## src/rtl/sub_clk_ratio_monitor_if.sv

```systemverilog
// Result bus of sub_clk_ratio_monitor: sampled fastclk in, counters and ratio out.
// ratio_valid qualifies ratio and is sticky until reset; there is no ready, the sink samples at will.
interface sub_clk_ratio_monitor_if #(
  parameter int CNT_W = 32
);
  logic             fastclk;
  logic [CNT_W-1:0] clk_count;
  logic [CNT_W-1:0] fast_count;
  logic [CNT_W-1:0] ratio;
  logic             ratio_valid;
  logic             busy;
  logic [1:0]       state_dbg;

  modport master (
    output fastclk,
    input  clk_count, fast_count, ratio, ratio_valid, busy, state_dbg
  );

  modport slave (
    input  fastclk,
    output clk_count, fast_count, ratio, ratio_valid, busy, state_dbg
  );
endinterface

```

## src/rtl/sub_clk_ratio_monitor.sv

```systemverilog
// Counts clk cycles and synchronised fastclk rising edges over a fixed window, then divides.
// Define SUB_DISPLAY_EN to print the ratio and end simulation when the result is ready.
module sub_clk_ratio_monitor #(
  parameter int          CNT_W        = 32,
  parameter int unsigned FINISH_COUNT = 3
) (
  input  logic                    clk,
  input  logic                    reset_l,
  sub_clk_ratio_monitor_if.slave  bus
);

  localparam int               STEP_W     = (CNT_W > 1) ? $clog2(CNT_W) : 1;
  localparam logic [STEP_W-1:0] LAST_STEP  = STEP_W'(CNT_W - 1);
  localparam logic [CNT_W-1:0]  FINISH_VAL = CNT_W'(FINISH_COUNT);

  typedef enum logic [1:0] {
    ST_COUNT  = 2'd0,
    ST_DIVIDE = 2'd1,
    ST_DONE   = 2'd2
  } state_t;

  state_t              r_state;
  state_t              w_next_state;
  logic [2:0]          r_sync;
  logic                w_edge;
  logic [CNT_W-1:0]    r_clk_count;
  logic [CNT_W-1:0]    r_fast_count;
  logic [CNT_W-1:0]    r_quo;
  logic [CNT_W-1:0]    r_rem;
  logic [STEP_W-1:0]   r_step;
  logic [CNT_W-1:0]    r_ratio;
  logic                r_ratio_valid;
  logic [CNT_W:0]      w_rem_shift;
  logic [CNT_W:0]      w_rem_next;
  logic                w_ge;
  logic [CNT_W-1:0]    w_quo_next;

  // sync[1] is the second synchroniser stage, sync[2] its delayed copy for edge detect
  assign w_edge = r_sync[1] & ~r_sync[2];

  always_ff @(posedge clk or negedge reset_l) begin
    if (!reset_l) begin
      r_state <= ST_COUNT;
    end else begin
      r_state <= w_next_state;
    end
  end

  always_comb begin
    w_next_state = r_state;
    case (r_state)
      ST_COUNT:  if (r_clk_count == FINISH_VAL) w_next_state = ST_DIVIDE;
      ST_DIVIDE: if (r_step == LAST_STEP) w_next_state = ST_DONE;
      ST_DONE:   w_next_state = ST_DONE;
      default:   w_next_state = ST_COUNT;
    endcase
  end

  // Restoring divider step: dividend shifts out of r_quo while quotient bits shift in
  always_comb begin
    w_rem_shift = {r_rem, r_quo[CNT_W-1]};
    w_ge        = (w_rem_shift >= {1'b0, r_clk_count});
    w_rem_next  = w_ge ? (w_rem_shift - {1'b0, r_clk_count}) : w_rem_shift;
    w_quo_next  = {r_quo[CNT_W-2:0], w_ge};
  end

  always_ff @(posedge clk or negedge reset_l) begin
    if (!reset_l) begin
      r_sync        <= '0;
      r_clk_count   <= '0;
      r_fast_count  <= '0;
      r_quo         <= '0;
      r_rem         <= '0;
      r_step        <= '0;
      r_ratio       <= '0;
      r_ratio_valid <= 1'b0;
    end else begin
      r_sync <= {r_sync[1:0], bus.fastclk};
      case (r_state)
        ST_COUNT: begin
          // The window-closing edge freezes both counters; an edge seen here is lost
          if (w_next_state == ST_DIVIDE) begin
            r_quo  <= r_fast_count;
            r_rem  <= '0;
            r_step <= '0;
          end else begin
            r_clk_count <= r_clk_count + CNT_W'(1);
            if (w_edge && (r_fast_count != '1)) begin
              r_fast_count <= r_fast_count + CNT_W'(1);
            end
          end
        end
        ST_DIVIDE: begin
          r_quo  <= w_quo_next;
          r_rem  <= w_rem_next[CNT_W-1:0];
          r_step <= r_step + STEP_W'(1);
          if (r_step == LAST_STEP) begin
            r_ratio       <= w_quo_next;
            r_ratio_valid <= 1'b1;
          end
        end
        default: ;
      endcase
    end
  end

`ifdef SUB_DISPLAY_EN
  always_ff @(posedge clk) begin
    if (reset_l && (r_state == ST_DIVIDE) && (w_next_state == ST_DONE)) begin
      $display("[%0t] fastclk is %0d times faster than clk", $time, w_quo_next);
      $write("*-* All Finished *-*\n");
      $finish;
    end
  end
`else
  // Synthesizable build: results are only visible on the ports.
`endif

  assign bus.clk_count   = r_clk_count;
  assign bus.fast_count  = r_fast_count;
  assign bus.ratio       = r_ratio;
  assign bus.ratio_valid = r_ratio_valid;
  assign bus.busy        = (r_state != ST_DONE);
  assign bus.state_dbg   = r_state;

endmodule

```

## src/flat_wrapper.sv

```systemverilog
// flat-port wrapper written by rule: the top's interface ports become plain ports
module sub_clk_ratio_monitor_flat 
#(
  parameter int          CNT_W        = 32,
  parameter int unsigned FINISH_COUNT = 3
)
  (clk, reset_l, bus_fastclk, bus_clk_count, bus_fast_count, bus_ratio, bus_ratio_valid, bus_busy, bus_state_dbg);
  sub_clk_ratio_monitor_if #(.CNT_W(CNT_W)) bus_i ();
  input  logic clk;
  input  logic reset_l;
  input wire logic [$bits(bus_i.fastclk)-1:0] bus_fastclk;
  output wire logic [$bits(bus_i.clk_count)-1:0] bus_clk_count;
  output wire logic [$bits(bus_i.fast_count)-1:0] bus_fast_count;
  output wire logic [$bits(bus_i.ratio)-1:0] bus_ratio;
  output wire logic [$bits(bus_i.ratio_valid)-1:0] bus_ratio_valid;
  output wire logic [$bits(bus_i.busy)-1:0] bus_busy;
  output wire logic [$bits(bus_i.state_dbg)-1:0] bus_state_dbg;
  assign bus_i.fastclk = bus_fastclk;
  assign bus_clk_count = bus_i.clk_count;
  assign bus_fast_count = bus_i.fast_count;
  assign bus_ratio = bus_i.ratio;
  assign bus_ratio_valid = bus_i.ratio_valid;
  assign bus_busy = bus_i.busy;
  assign bus_state_dbg = bus_i.state_dbg;
  sub_clk_ratio_monitor #(.CNT_W(CNT_W), .FINISH_COUNT(FINISH_COUNT)) u_core (.clk(clk), .reset_l(reset_l), .bus(bus_i));
endmodule
```

## config.mk

```make
export PLATFORM = sky130hd
export DESIGN_NAME = sub_clk_ratio_monitor_flat
export DESIGN_NICKNAME = d
export VERILOG_FILES = /design/src/rtl/sub_clk_ratio_monitor_if.sv /design/src/rtl/sub_clk_ratio_monitor.sv /design/src/flat_wrapper.sv
export SDC_FILE = /design/constraint.sdc
export NUM_CORES = 1
export LEC_CHECK = 0
export CAP_MARGIN = 40
export CORE_ASPECT_RATIO = 1.75
export CORE_MARGIN = 8
export CORE_UTILIZATION = 50
export DETAILED_ROUTE_END_ITERATION = 8
export PLACE_DENSITY = 0.72
export SLEW_MARGIN = 20
export SYNTH_ARGS = -nofsm -noshare
export SYNTH_HDL_FRONTEND = slang
export SYNTH_SLANG_ARGS = --single-unit
```

## constraint.sdc

```tcl
create_clock -name clk -period 6.39 [get_ports clk]
set_input_delay 1.5975 -clock clk [delete_from_list [all_inputs] [get_ports clk]]
set_output_delay 1.5975 -clock clk [all_outputs]
set_load 0.05 [all_outputs]
```

==> flow_summary.json <==
{
  "layout-drive-gt1-share": 0.0872,
  "crit_arrival_ns": 3.91,
  "grt_pass1_vias": 8335,
  "grt_pass1_wl_um": 42600,
  "initialDrtViolationCount": 465,
  "die_area_um2": 23700,
  "status": "finished clean",
  "hold_violations": 0,
  "skew_ns": 0.0188,
  "timing_worst_setup_path_type": "flop to flop",
  "postCtsSetupRepairBufs": 0,
  "post_cts_resized": 0,
  "cts_tree": "yes",
  "cp.required_ns": 6.71,
  "core_um2": 18600,
  "tightestPinTransition_ns": 0.882,
  "synth_edf_count": 0,
  "fp-row-count": 66,
  "peakVddDrop_v": 0.000159,
  "syn_area_per_cell_um2": 9.51,
  "antenna_left": 0,
  "path_max_fanout": 40,
  "diodes": 0,
  "path_common_cell": "buf_4",
  "worstSetupStartpoint": "u_core.bus.clk_count[25]$_DFFE_PN0P_",
  "path_clk_slew_ns": 0.07,
  "seq_area_frac_synth": 0.453,
  "dp.final_hpwl_um": 18900,
  "timing.rr.start": "u_core.bus.clk_count[25]$_DFFE_PN0P_",
  "critPathTopFamily": "simple AND/OR/NAND/NOR gates",
  "vias": 7876,
  "ctsHoldBuffers": 0,
  "rsz0062_at_grt": "false",
  "routed_via_density": 5.94,
  "synthDistinctLibCells": 68,
  "initial_utilization": 0.508,
  "ys.flop_type": "dfrtp_1",
  "grt_start_max_net_pins": 54,
  "chipHeight_um": 198,
  "cts_sinks": 171,
  "rr_endpoint": "u_core.r_rem[2]$_DFFE_PN0P_",
  "overflow": 0,
  "post_drt_wl_per_cell_um": 19.6,
  "p_total_mw": 2.55,
  "fmax_ghz": 0.278,
  "drc_errors": 0,
  "async_flop_share": 1.00,
  "p_per_area_nw_per_um2": 226,
  "port_buffers": 102,
  "whs_endpoint": "u_core.r_sync[1]$_DFF_PN0_",
  "slew_headroom": 0.406,
  "postSynthNetCount": 1032,
  "maxCapViolations": 0,
  "min_period_over_period": 0.563,
  "min_path_type": "flop to flop",
  "fin_crit_ns": 3.59,
  "worstHoldStart": "u_core.r_sync[0]$_DFF_PN0_",
  "final_net_count": 1118,
  "synth_area_um2": 9440,
  "cts-root-buf": "clkbuf_16",
  "synthMostInstantiatedCell": "dfrtp_1",
  "wl_um": 26000,
  "chipWidth_um": 120,
  "synthCells": 992,
  "drt_first_pass_iters": 4,
  "clk_latency_ns": 0.43,
  "grt_use_total": 0.225,
  "cp_slowest_cell": "nor4_1",
  "reg2regPathDepth": 7,
  "maxSlewViolCount": 0,
  "cp-end-kind": "flop",
  "antenna_found_initial": 0,
  "cpPeakStageDelay_ns": 0.79,
  "gp_congestion": 0.967,
  "cts_made_buffers": 17,
  "path_cells": "nor4_1 -> nand4_1 -> or3_2 -> buf_4 -> and2_1 -> buf_4 -> a221o_1",
  "yosys-top-cells-count": "171 x dfrtp_1, 94 x nor2_1, 90 x nand2_1",
  "ys_seq_elements": 171,
  "synth_top_area_share": 0.453,
  "io_pins": 103,
  "clk_path_buf_depth": 2,
  "post-synth-top-area-cell": "dfrtp_1",
  "area.growth.synth_to_final_pct": 19.4,
  "path_buf_inv": 2,
  "p_leak_nw": 5.03,
  "fin_tns_setup_ns": 0,
  "cts-htree-levels": 4,
  "rrSetupSlack_ns": 2.80,
  "synthTopCellsByArea": "dfrtp_1 45%, xnor2_1 6.7%, ha_1 4.8%",
  "critPathLaunchType": "flop",
  "final-setup-viol-count": 0,
  "hold-path-cell-count": 0,
  "ys_warn_count": 0,
  "fill_cells": 1591
}
-- logic make-up after synthesis --
kind of cell | count (synthesis) | synth area share
simple gates | 372 | 0.191
compound gates | 201 | 0.149
flops | 171 | 0.453
buf+inv | 95 | 0.0406
xor+xnor | 84 | 0.0780
fa+ha+maj | 37 | 0.0498
mux | 32 | 0.0380
-- per-layer routing --
| metal | vias to the layer above | track usage | share of wire |
|---|---|---|---|
| li1 | 3722 | - | - |
| met1 | 3871 | 0.225 | 0.36 |
| met2 | 218 | 0.420 | 0.54 |
| met3 | 65 | 0.0402 | 0.047 |
| met4 | 0 | 0.141 | 0.047 |
| met5 | - | 0 | 0 |
-- state kept, by name, indices dropped and copies added (netlist names) --
name	cells
u_core.r_step	5
u_core.bus.clk_count	32
u_core.r_quo	32
u_core.bus.state_dbg	2
u_core.r_sync	3
u_core.bus.fast_count	32
u_core.r_rem	32
u_core.bus.ratio_valid	1
u_core.bus.ratio	32
-- report_power, final --
group	switching [mW]	internal [mW]
clock network	0.431	0.557
logic	0.281	0.168
registers	0.0146	1.10
total	0.727	1.82
-- cells in the final DEF, fill, tap and decap left out, drive strengths merged, types with 6 or more instances in the layout --
master         synthesis  layout
dfrtp                171     171
clkdlybuf4s50          0     101
nor2                  95      95
nand2                 91      91
xnor2                 72      72
nand3                 54      54
inv                   44      48
nor3                  38      38
a21oi                 37      37
ha                    36      36
o22ai                 32      32
mux2                  31      31
o21ai                 24      24
nand4                 22      22
o211ai                22      22
clkbuf                33      22
buf                   17      16
and3                  15      15
a21o                  13      13
o31ai                 13      13
xor2                  12      12
nor2b                 11      11
and2                  11      11
nand2b                 9       9
nor4                   8       8
or3                    8       8
o21a                   6       6
-- worst max-delay path by stage --
stage | to | cells past startpoint | slack [ns]
final | u_core.r_rem[2]$_DFFE_PN0P_ | 7 | 2.80
after global routing | u_core.r_rem[0]$_DFFE_PN0P_ | 10 | 2.50
after CTS | u_core.bus.fast_count[27]$_DFFE_PN0P_ | 9 | 2.82
after detailed placement | u_core.bus.fast_count[27]$_DFFE_PN0P_ | 9 | 2.83
after global placement | u_core.bus.fast_count[21]$_DFFE_PN0P_ | 9 | 2.49
after floorplan | u_core.r_rem[6]$_DFFE_PN0P_ | 11 | 3.20
-- metrics by stage --
| stage | worst slack [ns] | cells | util | hold slack (ns) | instance area (um2) |
|---|---|---|---|---|---|
| floorplan | 3.20 | 992 | - | 0.331 | 9440 |
| global placement | 2.49 | 1291 | 0.571 | 0.333 | 10600 |
| detailed placement | 2.83 | 1295 | 0.575 | 0.346 | 10700 |
| CTS | 2.82 | 1325 | 0.605 | 0.365 | 11200 |
| global route | 2.50 | 1327 | 0.606 | 0.376 | 11300 |
| finish | 2.80 | 1327 | 0.606 | 0.366 | 11300 |
-- final cells by class --
cell class | instances | area (um2) | share of cell area
Inverter | 45 | 169 | 0.0150
Clock buffer | 22 | 464 | 0.0412
Sequential cell | 171 | 4280 | 0.380
Clock inverter | 8 | 85.1 | 0.00755
Timing Repair Buffer | 117 | 1190 | 0.106
Multi-Input combinational cell | 726 | 4780 | 0.424
Tap cell | 238 | 298 | 0.0264
-- worst reg2reg max path, cell delays in order (launching register included) --
cell and delay [ns]:
dfrtp_1 0.44, nor4_1 0.79, nand4_1 0.16, or3_2 0.66
buf_4 0.33, and2_1 0.42, buf_4 0.29, a221o_1 0.38
Power figures use the tool's default switching activity.
